[config.mk]
export PLATFORM = sky130hd
export DESIGN_NAME = alu_exec_stage
export DESIGN_NICKNAME = d
export VERILOG_FILES = /design/src/rtl/alu_pkg.sv /design/src/rtl/alu_core.sv /design/src/rtl/xor_unit.sv /design/src/rtl/alu_exec_stage.sv
export SDC_FILE = /design/constraint.sdc
export NUM_CORES = 1
export LEC_CHECK = 0
export BUFFER_PORTS_ARGS = -buffer_cell sky130_fd_sc_hd__clkbuf_2
export CAP_MARGIN = 20
export CORE_ASPECT_RATIO = 0.8
export CORE_UTILIZATION = 55
export CTS_CLUSTER_SIZE = 10
export DETAILED_ROUTE_END_ITERATION = 10
export PLACE_DENSITY = 0.78
export SKIP_CTS_REPAIR_TIMING = 1
export SYNTH_ARGS = -nofsm -noshare
export SYNTH_HDL_FRONTEND = slang
export SYNTH_SLANG_ARGS = --single-unit
export TNS_END_PERCENT = 20
[constraint.sdc]
create_clock -name clk -period 3.8 [get_ports clk]
set_input_delay 0.76 -clock clk [delete_from_list [all_inputs] [get_ports clk]]
set_output_delay 0.76 -clock clk [all_outputs]
set_load 0.02 [all_outputs]
[src/rtl/alu_pkg.sv]
// ============================================================================
// Module   : alu_pkg
// Purpose  : Shared opcodes, flag bit positions and stage state encoding.
// Revision : 1.0 - initial release
// ============================================================================
`default_nettype none

package alu_pkg;

  localparam logic [2:0] OP_AND = 3'b000;
  localparam logic [2:0] OP_OR  = 3'b001;
  localparam logic [2:0] OP_XOR = 3'b010;
  localparam logic [2:0] OP_ADD = 3'b011;
  localparam logic [2:0] OP_SUB = 3'b100;
  localparam logic [2:0] OP_NOT = 3'b101;
  localparam logic [2:0] OP_SHL = 3'b110;
  localparam logic [2:0] OP_SHR = 3'b111;

  localparam int FLAG_Z = 3;
  localparam int FLAG_N = 2;
  localparam int FLAG_C = 1;
  localparam int FLAG_V = 0;

  typedef enum logic [0:0] {
    ST_IDLE  = 1'b0,
    ST_SHIFT = 1'b1
  } state_t;

endpackage : alu_pkg

`default_nettype wire

[src/rtl/alu_core.sv]
// ============================================================================
// Module   : alu_core
// Purpose  : Combinational result and {Z,N,C,V} flags for single-cycle ops.
//            Shift opcodes pass operand A through unchanged.
// Revision : 1.0 - initial release
// ============================================================================
`default_nettype none

module alu_core
  import alu_pkg::*;
#(
  parameter int WIDTH = 16
) (
  input  logic [2:0]       i_op,
  input  logic [WIDTH-1:0] i_a,
  input  logic [WIDTH-1:0] i_b,
  output logic [WIDTH-1:0] o_result,
  output logic [3:0]       o_flags
);

  logic [WIDTH-1:0] w_xor;
  logic [WIDTH:0]   w_sum;
  logic [WIDTH:0]   w_diff;
  logic [WIDTH-1:0] w_result;
  logic             w_c;
  logic             w_v;

  xor_unit #(.WIDTH(WIDTH)) u_xor (
    .i_a (i_a),
    .i_b (i_b),
    .o_y (w_xor)
  );

  // The extra top bit of w_diff is the borrow, set exactly when a < b unsigned.
  assign w_sum  = {1'b0, i_a} + {1'b0, i_b};
  assign w_diff = {1'b0, i_a} - {1'b0, i_b};

  always_comb begin
    w_result = i_a;
    w_c      = 1'b0;
    w_v      = 1'b0;
    case (i_op)
      OP_AND: w_result = i_a & i_b;
      OP_OR:  w_result = i_a | i_b;
      OP_XOR: w_result = w_xor;
      OP_ADD: begin
        {w_c, w_result} = w_sum;
        w_v = (i_a[WIDTH-1] == i_b[WIDTH-1]) && (w_sum[WIDTH-1] != i_a[WIDTH-1]);
      end
      OP_SUB: begin
        {w_c, w_result} = w_diff;
        w_v = (i_a[WIDTH-1] != i_b[WIDTH-1]) && (w_diff[WIDTH-1] != i_a[WIDTH-1]);
      end
      OP_NOT: w_result = ~i_a;
      default: w_result = i_a;
    endcase
  end

  always_comb begin
    o_result        = w_result;
    o_flags         = 4'b0000;
    o_flags[FLAG_Z] = (w_result == '0);
    o_flags[FLAG_N] = w_result[WIDTH-1];
    o_flags[FLAG_C] = w_c;
    o_flags[FLAG_V] = w_v;
  end

endmodule : alu_core

`default_nettype wire

[src/rtl/xor_unit.sv]
// ============================================================================
// Module   : xor_unit
// Purpose  : Bitwise XOR of two WIDTH-bit operands.
// Revision : 1.0 - initial release
// ============================================================================
`default_nettype none

module xor_unit #(
  parameter int WIDTH = 16
) (
  input  logic [WIDTH-1:0] i_a,
  input  logic [WIDTH-1:0] i_b,
  output logic [WIDTH-1:0] o_y
);

  assign o_y = i_a ^ i_b;

endmodule : xor_unit

`default_nettype wire

[src/rtl/alu_exec_stage.sv]
// ============================================================================
// Module   : alu_exec_stage
// Purpose  : Registered execute stage with valid/ready handshake; iterative
//            shifts are built only when ALU_STAGE_SHIFT_EN is defined.
// Revision : 1.0 - initial release
// ============================================================================
`default_nettype none

module alu_exec_stage
  import alu_pkg::*;
#(
  parameter int WIDTH = 16
) (
  input  logic             clk,
  input  logic             rst,
  input  logic             in_valid,
  output logic             in_ready,
  input  logic [2:0]       in_op,
  input  logic [WIDTH-1:0] in_a,
  input  logic [WIDTH-1:0] in_b,
  output logic             out_valid,
  input  logic             out_ready,
  output logic [WIDTH-1:0] out_result,
  output logic [3:0]       out_flags,
  output logic             busy
);

  logic [WIDTH-1:0] w_core_result;
  logic [3:0]       w_core_flags;
  logic             w_idle;
  logic             w_accept;
  logic             w_load;
  logic [WIDTH-1:0] w_load_result;
  logic [3:0]       w_load_flags;

  logic             r_out_valid;
  logic [WIDTH-1:0] r_result;
  logic [3:0]       r_flags;

  alu_core #(.WIDTH(WIDTH)) u_core (
    .i_op     (in_op),
    .i_a      (in_a),
    .i_b      (in_b),
    .o_result (w_core_result),
    .o_flags  (w_core_flags)
  );

  assign in_ready = !rst && w_idle && (!r_out_valid || out_ready);
  assign w_accept = in_valid && in_ready;

`ifdef ALU_STAGE_SHIFT_EN
  localparam int c_CNT_W = $clog2(WIDTH);

  state_t             r_state;
  logic [WIDTH-1:0]   r_work;
  logic [c_CNT_W-1:0] r_cnt;
  logic               r_dir_right;

  logic               w_is_shift;
  logic               w_shift_start;
  logic               w_shift_done;
  logic [WIDTH-1:0]   w_work_next;
  logic               w_carry_next;

  assign w_idle        = (r_state == ST_IDLE);
  assign w_is_shift    = (in_op == OP_SHL) || (in_op == OP_SHR);
  assign w_shift_start = w_accept && w_is_shift && (in_b[c_CNT_W-1:0] != '0);
  assign w_work_next   = r_dir_right ? {1'b0, r_work[WIDTH-1:1]} : {r_work[WIDTH-2:0], 1'b0};
  assign w_carry_next  = r_dir_right ? r_work[0] : r_work[WIDTH-1];
  assign w_shift_done  = (r_state == ST_SHIFT) && (r_cnt == c_CNT_W'(1));

  // Count-0 shifts take the direct path: the core passes A through with C=0.
  assign w_load        = (w_accept && !w_shift_start) || w_shift_done;
  assign w_load_result = w_shift_done ? w_work_next : w_core_result;
  assign w_load_flags  = w_shift_done ?
                         {(w_work_next == '0), w_work_next[WIDTH-1], w_carry_next, 1'b0} :
                         w_core_flags;
  assign busy          = (r_state == ST_SHIFT);

  always_ff @(posedge clk) begin
    if (rst) begin
      r_state     <= ST_IDLE;
      r_work      <= '0;
      r_cnt       <= '0;
      r_dir_right <= 1'b0;
    end else begin
      case (r_state)
        ST_IDLE: begin
          if (w_shift_start) begin
            r_state     <= ST_SHIFT;
            r_work      <= in_a;
            r_cnt       <= in_b[c_CNT_W-1:0];
            r_dir_right <= (in_op == OP_SHR);
          end
        end
        ST_SHIFT: begin
          r_work <= w_work_next;
          r_cnt  <= r_cnt - c_CNT_W'(1);
          if (w_shift_done) begin
            r_state <= ST_IDLE;
          end
        end
        default: r_state <= ST_IDLE;
      endcase
    end
  end
`else
  assign w_idle        = 1'b1;
  assign w_load        = w_accept;
  assign w_load_result = w_core_result;
  assign w_load_flags  = w_core_flags;
  assign busy          = 1'b0;
`endif

  // A load only happens when the register is empty or draining this cycle.
  always_ff @(posedge clk) begin
    if (rst) begin
      r_out_valid <= 1'b0;
      r_result    <= '0;
      r_flags     <= 4'b0000;
    end else if (w_load) begin
      r_out_valid <= 1'b1;
      r_result    <= w_load_result;
      r_flags     <= w_load_flags;
    end else if (out_ready) begin
      r_out_valid <= 1'b0;
    end
  end

  assign out_valid  = r_out_valid;
  assign out_result = r_result;
  assign out_flags  = r_flags;

endmodule : alu_exec_stage

`default_nettype wire
==> results of run 1 <==
[worst max-delay path: stages]
cell and delay (ps):
clkbuf_2 160, inv_1 110, ha_1 360, a211oi_1 360, o21ai_1 210, nand4_1 200, a21oi_1 130, o31ai_1 370
a21oi_1 130, or4_4 430, a2111o_1 390, o21ai_2 100
[area by class of cell]
type | instances | share of cell area
clock buffers | 4 | 0.0132
multi-input cells | 418 | 0.708
repair buffers | 83 | 0.114
well taps | 84 | 0.0253
inverters | 48 | 0.0433
flip-flops and latches | 20 | 0.0962
[power by group through the flow]
stage | Combinational (µW) | Sequential, µW | Clock [µW]
after floorplan | 345 | 267 | 0
final | 547 | 240 | 165
after global placement | 523 | 244 | 0
after global routing | 592 | 242 | 174
after detailed placement | 531 | 244 | 0
after CTS | 533 | 240 | 164
[per-stage QoR]
stage	total power [µW]	util	worst slack (ps)
after floorplan	612	-	351
after global placement	767	0.637	80.1
after detailed placement	775	0.637	63.5
after CTS	937	0.646	312
after global routing	1010	0.646	120
final	952	0.646	279
[path summary, 6_finish.rpt]
| check | depth (start not counted) | slack [ps] | end | start |
|---|---|---|---|---|
| max | 12 | 280 | out_flags[3]$_SDFFE_PP0P_ | in_a[1] |
| min | 2 | 480 | out_result[2]$_SDFFE_PP0P_ | out_result[2]$_SDFFE_PP0P_ |
| max reg2reg | 10 | 1400 | out_flags[3]$_SDFFE_PP0P_ | out_valid$_SDFFE_PP0P_ |
| min reg2reg | 2 | 480 | out_result[2]$_SDFFE_PP0P_ | out_result[2]$_SDFFE_PP0P_ |
[sequential cells by signal, summed over array words and instances, names as in the netlist]
name	count
out_flags	4
out_result	15
out_valid	1
[routing by layer]
layer | wire length, µm | global-route usage | vias up
met1 | 5030 | 0.433 | 1955
met2 | 5170 | 0.517 | 263
li1 | - | - | 1989
met3 | 1180 | 0.0616 | 26
met5 | 0 | 0 | -
met4 | 227 | 0.109 | 0
[kinds of logic (layout without fill, tap and decap cells)]
logic type / after synthesis / after routing / synth area share
multiplexers: 11 / 11 / 0.0340
adder cells (fa/ha/maj): 51 / 51 / 0.177
flip-flops: 20 / 20 / 0.109
XOR/XNOR: 5 / 5 / 0.0119
buffers and inverters: 83 / 135 / 0.0914
other: 1 / 1 / 0.00102
AND/OR/NAND/NOR: 179 / 179 / 0.257
AO/OA/AOI/OAI: 171 / 171 / 0.319
[synthesized netlist by cell type (5+ instances only)]
master / n / area, µm²
ha_1: 49 / 613
inv_1: 44 / 165
nor2_1: 42 / 158
nand2_1: 40 / 150
a21oi_1: 36 / 180
clkbuf_1: 28 / 105
o21ai_0: 26 / 130
dfxtp_1: 20 / 400
nor3_1: 16 / 80.1
nand3b_1: 15 / 113
o21ai_1: 13 / 65.1
nand3_1: 12 / 60.1
nor2b_1: 12 / 75.1
nand2b_1: 9 / 56.3
o211ai_1: 9 / 67.6
a31oi_1: 8 / 50.1
mux2i_1: 8 / 80.1
o21bai_1: 7 / 52.6
o22ai_1: 7 / 43.8
o31ai_1: 7 / 52.6
a211oi_1: 5 / 37.5
o221ai_1: 5 / 43.8
xnor2_1: 5 / 43.8
==> key figures, run 1 <==
Routing
  – WL/cell: 17.7 µm
  – Final ANT Viol Nets: 0
  – DR iter-0 viols: 357
  – WL final: 11.6 mm
  – Via count: 4233
  – DR DRC count: 1
  – Vias per cell: 6.44
  – Drt first pass iters: 9

STA
  – RSZ-0062 raised after global routing: no
  – Setup tns final: 0 ps
  – Tcrit/Tclk final: 0.927
  – Max Slew Vio Count: 0
  – Fin crit period: 3520 ps
  – Hold slack final: 477 ps
  – Achievable Freq: 0.284 GHz
  – Final Hold Fails: 0
  – Clock Skews: 3.89 ps
  – Setup violators final: 0
  – Worst slew pin tran: 800 ps
  – Slew HR: 0.466

Layout
  – Antenna Cells: 0
  – Nets: 664
  – Number of fill cells: 588
  – Layout overhead on the synthesized area: 12.9%
  – Most frequent cells in the layout: clkbuf_2 (60), ha_1 (49), inv_1 (44)
  – Final instance area: 0.00416 mm²
  – Multi-input logic area: 0.00295 mm²
  – Share of cells above drive strength 1: 0.182
  – Register Area: 400 µm²
  – Final cell count without fillers: 657
  – Most common cell after layout, fill and taps aside: clkbuf_2

Clock network
  – Number of CTS-inserted buffers: 3
  – Max Root-Sink Buffers: 2
  – CTS Sinks: 20
  – Clk_lat worst skew: 270 ps
  – Root Driver: clkbuf_8
  – CTS tree: yes
  – Reg clk slew, reported paths: 70 ps
  – CTS H-Tree Depth: 1

Power
  – Combinational share of power: 0.575
  – Psw: 420 µW
  – Maximum vdd drop: 153 µV
  – Leak Pwr: 0.00194 µW
  – Reg power frac: 0.252
  – PwrDens: 229 mW/mm²
  – Internal power: 532 µW
  – Sw Ratio: 0.441
  – Clock power share: 0.173

Synth
  – Yosys warning total: 0
  – Post-synth EDFFs: 0
  – Sequential area share after synthesis: 0.109
  – Synth Register Bits: 20
  – Mean Syn Cell Area: 7.07 µm²
  – Main synth FF type: dfxtp_1
  – Post-Synthesis Cell Area: 0.00368 mm²
  – Unique masters post-synth: 77
  – Post-synth ARST share: 0
  – Mapped Cells: 521
  – Syn Nets: 611

Floorplan
  – Die width: 93.5 µm
  – Io pins: 62
  – Rows: 26
  – Die Height: 75.2 µm
  – Starting Density: 0.572
  – Core Region: 0.00644 mm²
  – Die area: 0.00703 mm²

Worst setup path
  – WP data required: 4010 ps
  – Setup crit start kind: input port
  – CP Capture Type: register
  – Crit path DAT: 3730 ps
  – Crit-path max FO: 5
  – WS Path Type: in -> reg

Global routing
  – First-pass GRT wire length: 17.8 mm
  – Vias in the first global route: 3694
  – Grt total ovfl: 0
  – Largest net degree at the start of global routing: 28
  – Overall global routing resource usage: 0.321
  – Antenna violations before repair: 0

Status
  – Failing checks: design-rule violations
  – Status: finished with violations

Placed design
  – GPL Wtd Cong: 0.988
  – IO buf count: 60
  – Post-detail-place hpwl: 9.09 mm
  – Dpl cells: 653
  – Cell area after placement: 0.00411 mm²

Run
  – Total of max-cap violations: 0

Min path
  – Hold Crit Class: reg -> reg
No activity file was read; power rests on OpenSTA's default activity.
==> run 2: changes to the inputs <==
CORE_UTILIZATION = 57   (was 55)
CTS_BUF_LIST = sky130_fd_sc_hd__clkbuf_8   (was unset)
PLACE_DENSITY = 0.81   (was 0.78)
==> key figures, run 2 (synthesis results as in run 1) <==
Status
  – Status: finished with violations
  – Failing checks: design-rule violations

Clock network
  – Clk_lat worst skew: 260 ps
  – CTS Sinks: 20
  – Root Driver: clkbuf_8
  – Number of CTS-inserted buffers: 3
  – Max Root-Sink Buffers: 2
  – Reg clk slew, reported paths: 80 ps
  – CTS tree: yes
  – CTS H-Tree Depth: 1

Worst setup path
  – Worst r2r src: out_valid$_SDFFE_PP0P_
  – Levels on crit path: 12
  – Reg2reg setup slack: 1440 ps
  – Setup crit start kind: input port
  – Delay-heaviest family, CP: compound AO/OA/AOI/OAI gates
  – Crit-path max FO: 5
  – FF-to-FF End: out_flags[3]$_SDFFE_PP0P_
  – CP endpoint: out_flags[3]$_SDFFE_PP0P_
  – Crit path top cell by count: a21oi_1
  – WP buf/inv: 2
  – WS Path Type: in -> reg
  – WP data required: 4010 ps
  – Worst Setup SP: in_a[1]
  – Crit path DAT: 3730 ps
  – CP Capture Type: register
  – Reg2Reg Depth: 10
  – Crit-path cells: clkbuf_2, inv_1, ha_1, a211oi_1, o21ai_1, nand4_1, a21oi_1, o31ai_1, a21oi_1, or4_4, a2111o_1, o21ai_2
  – CP max stage delay: 420 ps
  – Worst path slowest cell: or4_4

Global routing
  – Grt total ovfl: 0
  – Overall global routing resource usage: 0.342
  – Largest net degree at the start of global routing: 28
  – Antenna violations before repair: 0
  – First-pass GRT wire length: 18.7 mm
  – Vias in the first global route: 3962

Layout
  – Most frequent cells in the layout: clkbuf_2 (60), ha_1 (49), inv_1 (44)
  – Multi-input logic area: 0.00295 mm²
  – Max reg flops: 15
  – Register Area: 400 µm²
  – Share of cells above drive strength 1: 0.180
  – Most common cell after layout, fill and taps aside: clkbuf_2
  – Antenna Cells: 0
  – Util after Layout: 0.684
  – Number of fill cells: 550
  – Layout overhead on the synthesized area: 12.6%
  – Nets: 663

Routing
  – Drt first pass iters: 8
  – M1 wire length: 5.07 mm
  – DR iter-0 viols: 405
  – WL final: 11.5 mm
  – Top Layer Used: met4
  – WL/cell: 17.6 µm
  – DR DRC count: 1
  – Vias per cell: 6.48
  – Via count: 4231
  – Final ANT Viol Nets: 0
  – Wire length on met3: 1.14 mm
  – Met2 WL: 5.02 mm

Power
  – PwrDens: 229 mW/mm²
  – Total Power: 951 µW
  – Maximum vdd drop: 150 µV
  – Leak Pwr: 0.00193 µW

STA
  – Max Slew Vio Count: 0
  – Fin crit period: 3520 ps
  – RSZ-0062 raised after global routing: no
  – Slew HR: 0.466
  – Tcrit/Tclk final: 0.926
  – Hold slack final: 475 ps
  – Achievable Freq: 0.284 GHz
  – Setup violators final: 0
  – Clock Skews: 5.53 ps
  – Final Hold Fails: 0
  – Worst slew pin tran: 799 ps
  – Setup tns final: 0 ps

Floorplan
  – Die area: 0.00679 mm²
  – Die Height: 73.9 µm
  – Core Region: 0.00607 mm²
  – Rows: 25
  – Io pins: 62
  – Die width: 91.9 µm
  – Starting Density: 0.607

Placed design
  – Post-detail-place hpwl: 8.98 mm
  – IO buf count: 60
  – GPL Wtd Cong: 1.01

Min path
  – Hold Crit Class: reg -> reg

Run
  – Total of max-cap violations: 0
-- run 2: per-stage QoR --
stage	cell area (µm²)	instances	setup slack (ps)
finish	4150	653	280
global placement	4090	649	99.7
floorplan	3680	521	351
CTS	4150	653	357
detailed placement	4090	649	88.5
global route	4150	653	75.0
-- run 2: worst min-delay path by stage --
stage / from / to / cells after the start
after detailed placement: out_result[13]$_SDFFE_PP0P_ / out_result[13]$_SDFFE_PP0P_ / 2
after CTS: out_result[13]$_SDFFE_PP0P_ / out_result[13]$_SDFFE_PP0P_ / 2
after global routing: out_result[13]$_SDFFE_PP0P_ / out_result[13]$_SDFFE_PP0P_ / 2
after floorplan: out_result[4]$_SDFFE_PP0P_ / out_result[4]$_SDFFE_PP0P_ / 2
after global placement: out_result[13]$_SDFFE_PP0P_ / out_result[13]$_SDFFE_PP0P_ / 2
final: out_result[13]$_SDFFE_PP0P_ / out_result[13]$_SDFFE_PP0P_ / 2
-- run 2: worst min-delay path: cells and delay by family, from the launching register on --
family | cells | cell delay (ps)
flops | 1 | 310
simple gates | 2 | 120
-- run 2: cell type report --
class | count | area share
flip-flops and latches | 20 | 0.0965
repair buffers | 82 | 0.112
clock buffers | 4 | 0.0133
well taps | 81 | 0.0244
inverters | 48 | 0.0434
multi-input cells | 418 | 0.710
-- run 2: metal layers --
metal,GRT usage,vias up
met5,0,-
met4,0.120,0
met3,0.0435,31
met2,0.564,262
met1,0.466,1938
li1,-,2000
-- run 2: power breakdown --
part           total, µW  internal, µW  switching (µW)
Sequential           241           229            11.7
Clock                167          92.3            74.6
Combinational        543           209             334
Total                951           531             420
